[src/rtl/ex_mem_register.sv]
// ex_mem_register
//   EX/MEM pipeline register for the five-stage MIPS datapath. It captures the
//   ALU result, the zero flag, store data and the MEM/WB control bits on each
//   rising edge of Clk. It supports stall (hold) and flush (bubble), and it
//   exposes the forwarding-source qualifier for the EX stage.
//
//   Optional feature macro: EX_MEM_STORE_ALIGN_EN
//     defined   : byte-enable generation, store-data lane replication,
//                 misalignment detection and MisalignCount are active.
//     undefined : store data passes through unmodified, ByteEn is 4'b1111 for
//                 any valid load or store, and MEM_Misaligned and
//                 MisalignCount read 0.
//
// Ports
//   Clk, Rst_n         clock and synchronous active-low reset
//   Stall, Flush       hold / bubble (Flush wins over Stall)
//   EX_*               values coming from the EX stage
//   MEM_*              registered values seen by the MEM stage
//   MEM_FwdValid       MEM_Valid & MEM_RegWrite & (MEM_WriteReg != 0)
//   MisalignCount      saturating count of misaligned accesses
module ex_mem_register #(
  parameter int REG_ADDR_W = 5
) (
  input  logic                  Clk,
  input  logic                  Rst_n,
  input  logic                  Stall,
  input  logic                  Flush,
  input  logic                  EX_Valid,
  input  logic [31:0]           EX_ALUResult,
  input  logic                  EX_Zero,
  input  logic [31:0]           EX_StoreData,
  input  logic [REG_ADDR_W-1:0] EX_WriteReg,
  input  logic                  EX_RegWrite,
  input  logic                  EX_MemRead,
  input  logic                  EX_MemWrite,
  input  logic                  EX_MemToReg,
  input  logic [1:0]            EX_MemSize,
  output logic                  MEM_Valid,
  output logic [31:0]           MEM_ALUResult,
  output logic                  MEM_Zero,
  output logic [REG_ADDR_W-1:0] MEM_WriteReg,
  output logic                  MEM_RegWrite,
  output logic                  MEM_MemRead,
  output logic                  MEM_MemWrite,
  output logic                  MEM_MemToReg,
  output logic [1:0]            MEM_MemSize,
  output logic [31:0]           MEM_StoreData,
  output logic [3:0]            MEM_ByteEn,
  output logic                  MEM_Misaligned,
  output logic                  MEM_FwdValid,
  output logic [7:0]            MisalignCount
);

  logic        mem_access;
  logic [3:0]  byte_en_nxt;
  logic [31:0] store_data_nxt;
  logic        misaligned_nxt;
  logic        clear_stage;
  logic        load_stage;

  assign mem_access = EX_MemRead | EX_MemWrite;

  // Bubble on reset, flush, or a non-stalled edge with no real instruction.
  assign clear_stage = !Rst_n || Flush || (!Stall && !EX_Valid);
  assign load_stage  = !Stall && EX_Valid;

  always_comb begin
    byte_en_nxt    = 4'b0000;
    store_data_nxt = EX_StoreData;
    misaligned_nxt = 1'b0;
`ifdef EX_MEM_STORE_ALIGN_EN
    if (mem_access) begin
      unique case (EX_MemSize)
        2'b01: begin
          byte_en_nxt    = EX_ALUResult[1] ? 4'b1100 : 4'b0011;
          store_data_nxt = {2{EX_StoreData[15:0]}};
          misaligned_nxt = EX_ALUResult[0];
        end
        2'b10: begin
          byte_en_nxt    = 4'b0001 << EX_ALUResult[1:0];
          store_data_nxt = {4{EX_StoreData[7:0]}};
        end
        default: begin
          // Size 2'b11 is reserved and handled as a word access.
          byte_en_nxt    = 4'b1111;
          misaligned_nxt = |EX_ALUResult[1:0];
        end
      endcase
    end
`else
    if (mem_access) begin
      byte_en_nxt = 4'b1111;
    end
`endif
  end

  always_ff @(posedge Clk) begin
    if (clear_stage) begin
      MEM_Valid      <= 1'b0;
      MEM_ALUResult  <= 32'd0;
      MEM_Zero       <= 1'b0;
      MEM_WriteReg   <= '0;
      MEM_RegWrite   <= 1'b0;
      MEM_MemRead    <= 1'b0;
      MEM_MemWrite   <= 1'b0;
      MEM_MemToReg   <= 1'b0;
      MEM_MemSize    <= 2'b00;
      MEM_StoreData  <= 32'd0;
      MEM_ByteEn     <= 4'b0000;
      MEM_Misaligned <= 1'b0;
    end else if (load_stage) begin
      MEM_Valid      <= 1'b1;
      MEM_ALUResult  <= EX_ALUResult;
      MEM_Zero       <= EX_Zero;
      MEM_WriteReg   <= EX_WriteReg;
      // A misaligned load must not write back garbage.
      MEM_RegWrite   <= EX_RegWrite & ~(misaligned_nxt & EX_MemRead);
      MEM_MemRead    <= EX_MemRead & ~misaligned_nxt;
      MEM_MemWrite   <= EX_MemWrite & ~misaligned_nxt;
      MEM_MemToReg   <= EX_MemToReg;
      MEM_MemSize    <= EX_MemSize;
      MEM_StoreData  <= store_data_nxt;
      MEM_ByteEn     <= misaligned_nxt ? 4'b0000 : byte_en_nxt;
      MEM_Misaligned <= misaligned_nxt;
    end
  end

`ifdef EX_MEM_STORE_ALIGN_EN
  logic [7:0] misalign_cnt;

  // Flush leaves the count alone; only a captured misaligned access bumps it.
  always_ff @(posedge Clk) begin
    if (!Rst_n) begin
      misalign_cnt <= 8'd0;
    end else if (!Flush && load_stage && misaligned_nxt && (misalign_cnt != 8'hFF)) begin
      misalign_cnt <= misalign_cnt + 8'd1;
    end
  end

  assign MisalignCount = misalign_cnt;
`else
  assign MisalignCount = 8'd0;
`endif

  assign MEM_FwdValid = MEM_Valid & MEM_RegWrite & (MEM_WriteReg != '0);

endmodule

[config.mk]
export PLATFORM = sky130hd
export DESIGN_NAME = ex_mem_register
export DESIGN_NICKNAME = d
export VERILOG_FILES = /design/src/rtl/ex_mem_register.sv
export SDC_FILE = /design/constraint.sdc
export NUM_CORES = 1
export LEC_CHECK = 0
export CORE_MARGIN = 2
export CORE_UTILIZATION = 40
export DETAILED_ROUTE_END_ITERATION = 16
export PLACE_DENSITY_LB_ADDON = 0.3
export RECOVER_POWER = 25
export SLEW_MARGIN = 20
export SYNTH_ARGS = -nofsm -noshare
export SYNTH_HDL_FRONTEND = slang
export SYNTH_SLANG_ARGS = --single-unit
[constraint.sdc]
create_clock -name Clk -period 1.7 [get_ports Clk]
set_input_delay 0.17 -clock Clk [delete_from_list [all_inputs] [get_ports Clk]]
set_output_delay 0.17 -clock Clk [all_outputs]
set_load 0.02 [all_outputs]
==> impl_metrics.prom <==
# TYPE chip_impl_metric gauge
chip_impl_metric{name="global_route.usage.total",unit="%"} 20.0
chip_impl_metric{name="routed-wl-met3",unit="µm"} 825
chip_impl_metric{name="period_minus_slack",unit="ns"} 1.64
chip_impl_metric{name="globalplace.congestion",unit=""} 0.726
chip_impl_metric{name="clock-skew-final",unit="ns"} 0
chip_impl_info{name="holdCritPathClass",value="in2reg"} 1
chip_impl_info{name="cts_root_buffer",value="clkbuf_8"} 1
chip_impl_metric{name="power_leakage",unit="nW"} 1.66
chip_impl_metric{name="drc",unit=""} 0
chip_impl_metric{name="finish.net_count",unit=""} 590
chip_impl_metric{name="seq_area_frac_synth",unit="%"} 55.4
chip_impl_metric{name="cts.path.max_buffers",unit=""} 2
chip_impl_info{name="setup_repair_after_global_routing_missed_its_margin",value="false"} 1
chip_impl_info{name="outcome",value="finished, final reports clean"} 1
chip_impl_metric{name="synth_area_per_cell",unit="µm²"} 7.91
chip_impl_metric{name="io_buffer_count",unit=""} 162
chip_impl_metric{name="max_transition_viols_final",unit=""} 0
chip_impl_metric{name="fp-row-count",unit=""} 30
chip_impl_metric{name="max_clock_freq",unit="MHz"} 611
chip_impl_metric{name="wl_met2",unit="µm"} 3790
chip_impl_metric{name="core_area",unit="µm²"} 6790
chip_impl_metric{name="detail_route.vias_per_cell",unit=""} 4.64
chip_impl_metric{name="fin_crit_sh",unit="%"} 96.3
chip_impl_info{name="yosys.area.top_type",value="dfxtp_1"} 1
chip_impl_metric{name="drt-total-wl",unit="µm"} 7740
chip_impl_metric{name="synth_top_cell_area_share",unit="%"} 55.4
chip_impl_metric{name="setup-violations-final",unit=""} 0
chip_impl_metric{name="chipWidth",unit="µm"} 87.9
chip_impl_metric{name="post-route-util",unit="%"} 69.0
chip_impl_metric{name="n_antenna_cell",unit=""} 0
chip_impl_metric{name="netlist_area",unit="µm²"} 2820
chip_impl_metric{name="grt.overflow.total",unit=""} 0
chip_impl_info{name="cts_tree",value="yes"} 1
chip_impl_metric{name="stdcell_area",unit="µm²"} 4690
chip_impl_metric{name="synthDistinctLibCells",unit=""} 16
chip_impl_info{name="classification_of_the_worst_setup_path",value="reg2out"} 1
chip_impl_metric{name="timing.final.hold_violations",unit=""} 0
chip_impl_metric{name="ctsHtreeMaxLevel",unit=""} 3
chip_impl_metric{name="die_outline_area",unit="µm²"} 7730
chip_impl_metric{name="synth-warning-count",unit=""} 0
chip_impl_metric{name="postRouteAntennaNets",unit=""} 0
chip_impl_metric{name="final-seq-area",unit="µm²"} 1560
chip_impl_metric{name="fin_worst_hold_slack",unit="ns"} 0.377
chip_impl_metric{name="first_pass_grt_wire_length",unit="µm"} 12100
chip_impl_metric{name="area_growth_from_synthesis_to_layout",unit="%"} 66.4
chip_impl_metric{name="cts_buffers",unit=""} 9
chip_impl_metric{name="wire_per_inst",unit="µm"} 12.7
chip_impl_info{name="crit_path_start_kind",value="flip-flop"} 1
chip_impl_metric{name="cts-hold-fix-buffers",unit=""} 0
chip_impl_metric{name="route.vias.total",unit=""} 2827
chip_impl_metric{name="die_span_y",unit="µm"} 87.9
chip_impl_metric{name="worstSkewPairLatency",unit="ns"} 0.33
chip_impl_metric{name="first_global_vias",unit=""} 2720
chip_impl_metric{name="antenna_violations_before_repair",unit=""} 0
chip_impl_metric{name="maxCapViolations",unit=""} 0
chip_impl_metric{name="initial_utilization",unit="%"} 41.5
chip_impl_metric{name="syn-instance-count",unit=""} 356
chip_impl_metric{name="pin_count_of_the_biggest_net_entering_global_routing",unit=""} 47
chip_impl_metric{name="power_per_cell_area",unit="nW/µm²"} 816
chip_impl_metric{name="pre_cts_worst_setup_slack",unit="ns"} -0.00548
chip_impl_metric{name="multi_input_comb_area",unit="µm²"} 1060
chip_impl_metric{name="cp_data_arrival_time",unit="ns"} 1.47
chip_impl_metric{name="m1WireLength",unit="µm"} 3050
chip_impl_metric{name="ir_worst_vdd",unit="µV"} 515
chip_impl_metric{name="post-route-worst-setup-slack",unit="ns"} 0.0632
chip_impl_info{name="synthTopCellsByArea",value="dfxtp_1, nand2_1, a21oi_1, buf_4, buf_2"} 1
chip_impl_metric{name="layout_cells_sized_above_1",unit="%"} 5.26
chip_impl_metric{name="critPathMaxFanout",unit=""} 2
chip_impl_metric{name="worst-endpoint-required",unit="ns"} 1.53
chip_impl_metric{name="clock-sinks",unit=""} 78
chip_impl_metric{name="drt_first_iter_violations",unit=""} 88
chip_impl_metric{name="fill_cell_count",unit=""} 568
chip_impl_metric{name="placed_cell_area",unit="µm²"} 4500
chip_impl_metric{name="final-instance-count-excl-fill",unit=""} 609
chip_impl_info{name="maxUsedRoutingLayer",value="met4"} 1
chip_impl_metric{name="hpwlAfterDp",unit="µm"} 5450
chip_impl_metric{name="ios",unit=""} 172
chip_impl_metric{name="detailedRoute.firstPassIterationCount",unit=""} 4
chip_impl_metric{name="postSynthRegisterBits",unit=""} 78
chip_impl_info{name="timing.critical_path.to_type",value="output pin"} 1
chip_impl_metric{name="postCtsSetupRepairBufs",unit=""} 0
chip_impl_metric{name="dp.cells",unit=""} 594
chip_impl_metric{name="clkTransAtPathRegs",unit="ns"} 0.08
==> metal layers <==
layer | track usage (%) | vias to the layer above
met5 | 0 | -
met4 | 6.99 | 0
met3 | 8.39 | 8
met2 | 35.2 | 115
met1 | 21.5 | 1291
li1 | - | 1413
==> metrics by stage <==
| step | TNS (ns) | total power, mW |
|---|---|---|
| 2_1_floorplan | 0 | 2.14 |
| 3_3_place_gp | 0 | 2.41 |
| 3_5_place_dp | -0.00548 | 2.42 |
| 4_1_cts | 0 | 3.87 |
| 5_1_grt | 0 | 3.97 |
| 6_report | 0 | 3.83 |
==> layout by cell type, fill, tap and decap left out, types with 2 or more instances in the layout <==
cell             count
clkbuf_8             9
a21oi_1             77
buf_12               3
nor3_1               2
dfxtp_1             78
buf_4                6
conb_1               9
bufinv_16            2
clkdlybuf4s50_1    160
nand2_1            152
clkinv_2             3
inv_1                2
==> cells by family (layout without fill, tap and decap cells) <==
family | count (synthesis) | after routing | share of synthesized area (%)
DFF | 78 | 78 | 55.4
other | 1 | 9 | 0.133
AOI/OAI and AO/OA | 79 | 79 | 14.5
buffers and inverters | 40 | 189 | 8.57
and+or+nand+nor | 158 | 158 | 21.4
==> final cells by class <==
| class | count | area share (%) |
|---|---|---|
| timing repair buffer | 172 | 37.0 |
| sequential | 78 | 33.3 |
| multi-input combinational | 246 | 22.6 |
| clock buffer | 10 | 2.72 |
| tap | 96 | 2.56 |
| clock inverter | 5 | 1.60 |
| inverter | 2 | 0.160 |
==> cell usage after synthesis <==
library cell / instances
buf_4: 15
dfxtp_1: 78
clkbuf_1: 5
nor2_1: 1
buf_6: 2
o211ai_2: 1
buf_2: 16
or3_1: 1
conb_1: 1
o311a_1: 1
nand2_1: 152
nor2b_1: 1
nand2b_1: 1
nor3_1: 2
inv_1: 2
a21oi_1: 77
==> state kept, by name, summed over array words and instances (netlist names), 2 cells and up <==
register / flops
MEM_ALUResult: 32
MEM_StoreData: 32
MEM_WriteReg: 5
MEM_MemSize: 2
==> worst max-delay path: stages (launching register included) <==
cell	delay, ns
dfxtp_1	0.31
or3_1	0.37
o311a_1	0.32
buf_6	0.14
==> timing repair <==
item | CTS | global route
resized for setup | 4 | 2
endpoints found under the setup margin | 1 | 1
endpoints found under the hold margin | 0 | 0
==> power by group <==
group,internal [mW],switching [mW]
registers,1.86,0.0174
clock network,0.813,0.644
logic,0.271,0.224
total,2.94,0.886
==> final timing paths <==
kind | start | end | slack (ns) | depth (start not counted)
setup reg to reg | MEM_WriteReg[0]$_SDFFE_PP0P_ | MEM_WriteReg[0]$_SDFFE_PP0P_ | 1.00 | 3
setup / recovery | MEM_WriteReg[4]$_SDFFE_PP0P_ | MEM_FwdValid | 0.06 | 3
hold / removal | EX_StoreData[28] | MEM_StoreData[28]$_SDFFE_PP0P_ | 0.38 | 3
hold reg to reg | MEM_MemToReg$_SDFFE_PP0P_ | MEM_MemToReg$_SDFFE_PP0P_ | 0.45 | 2
Power figures use the tool's default switching activity.
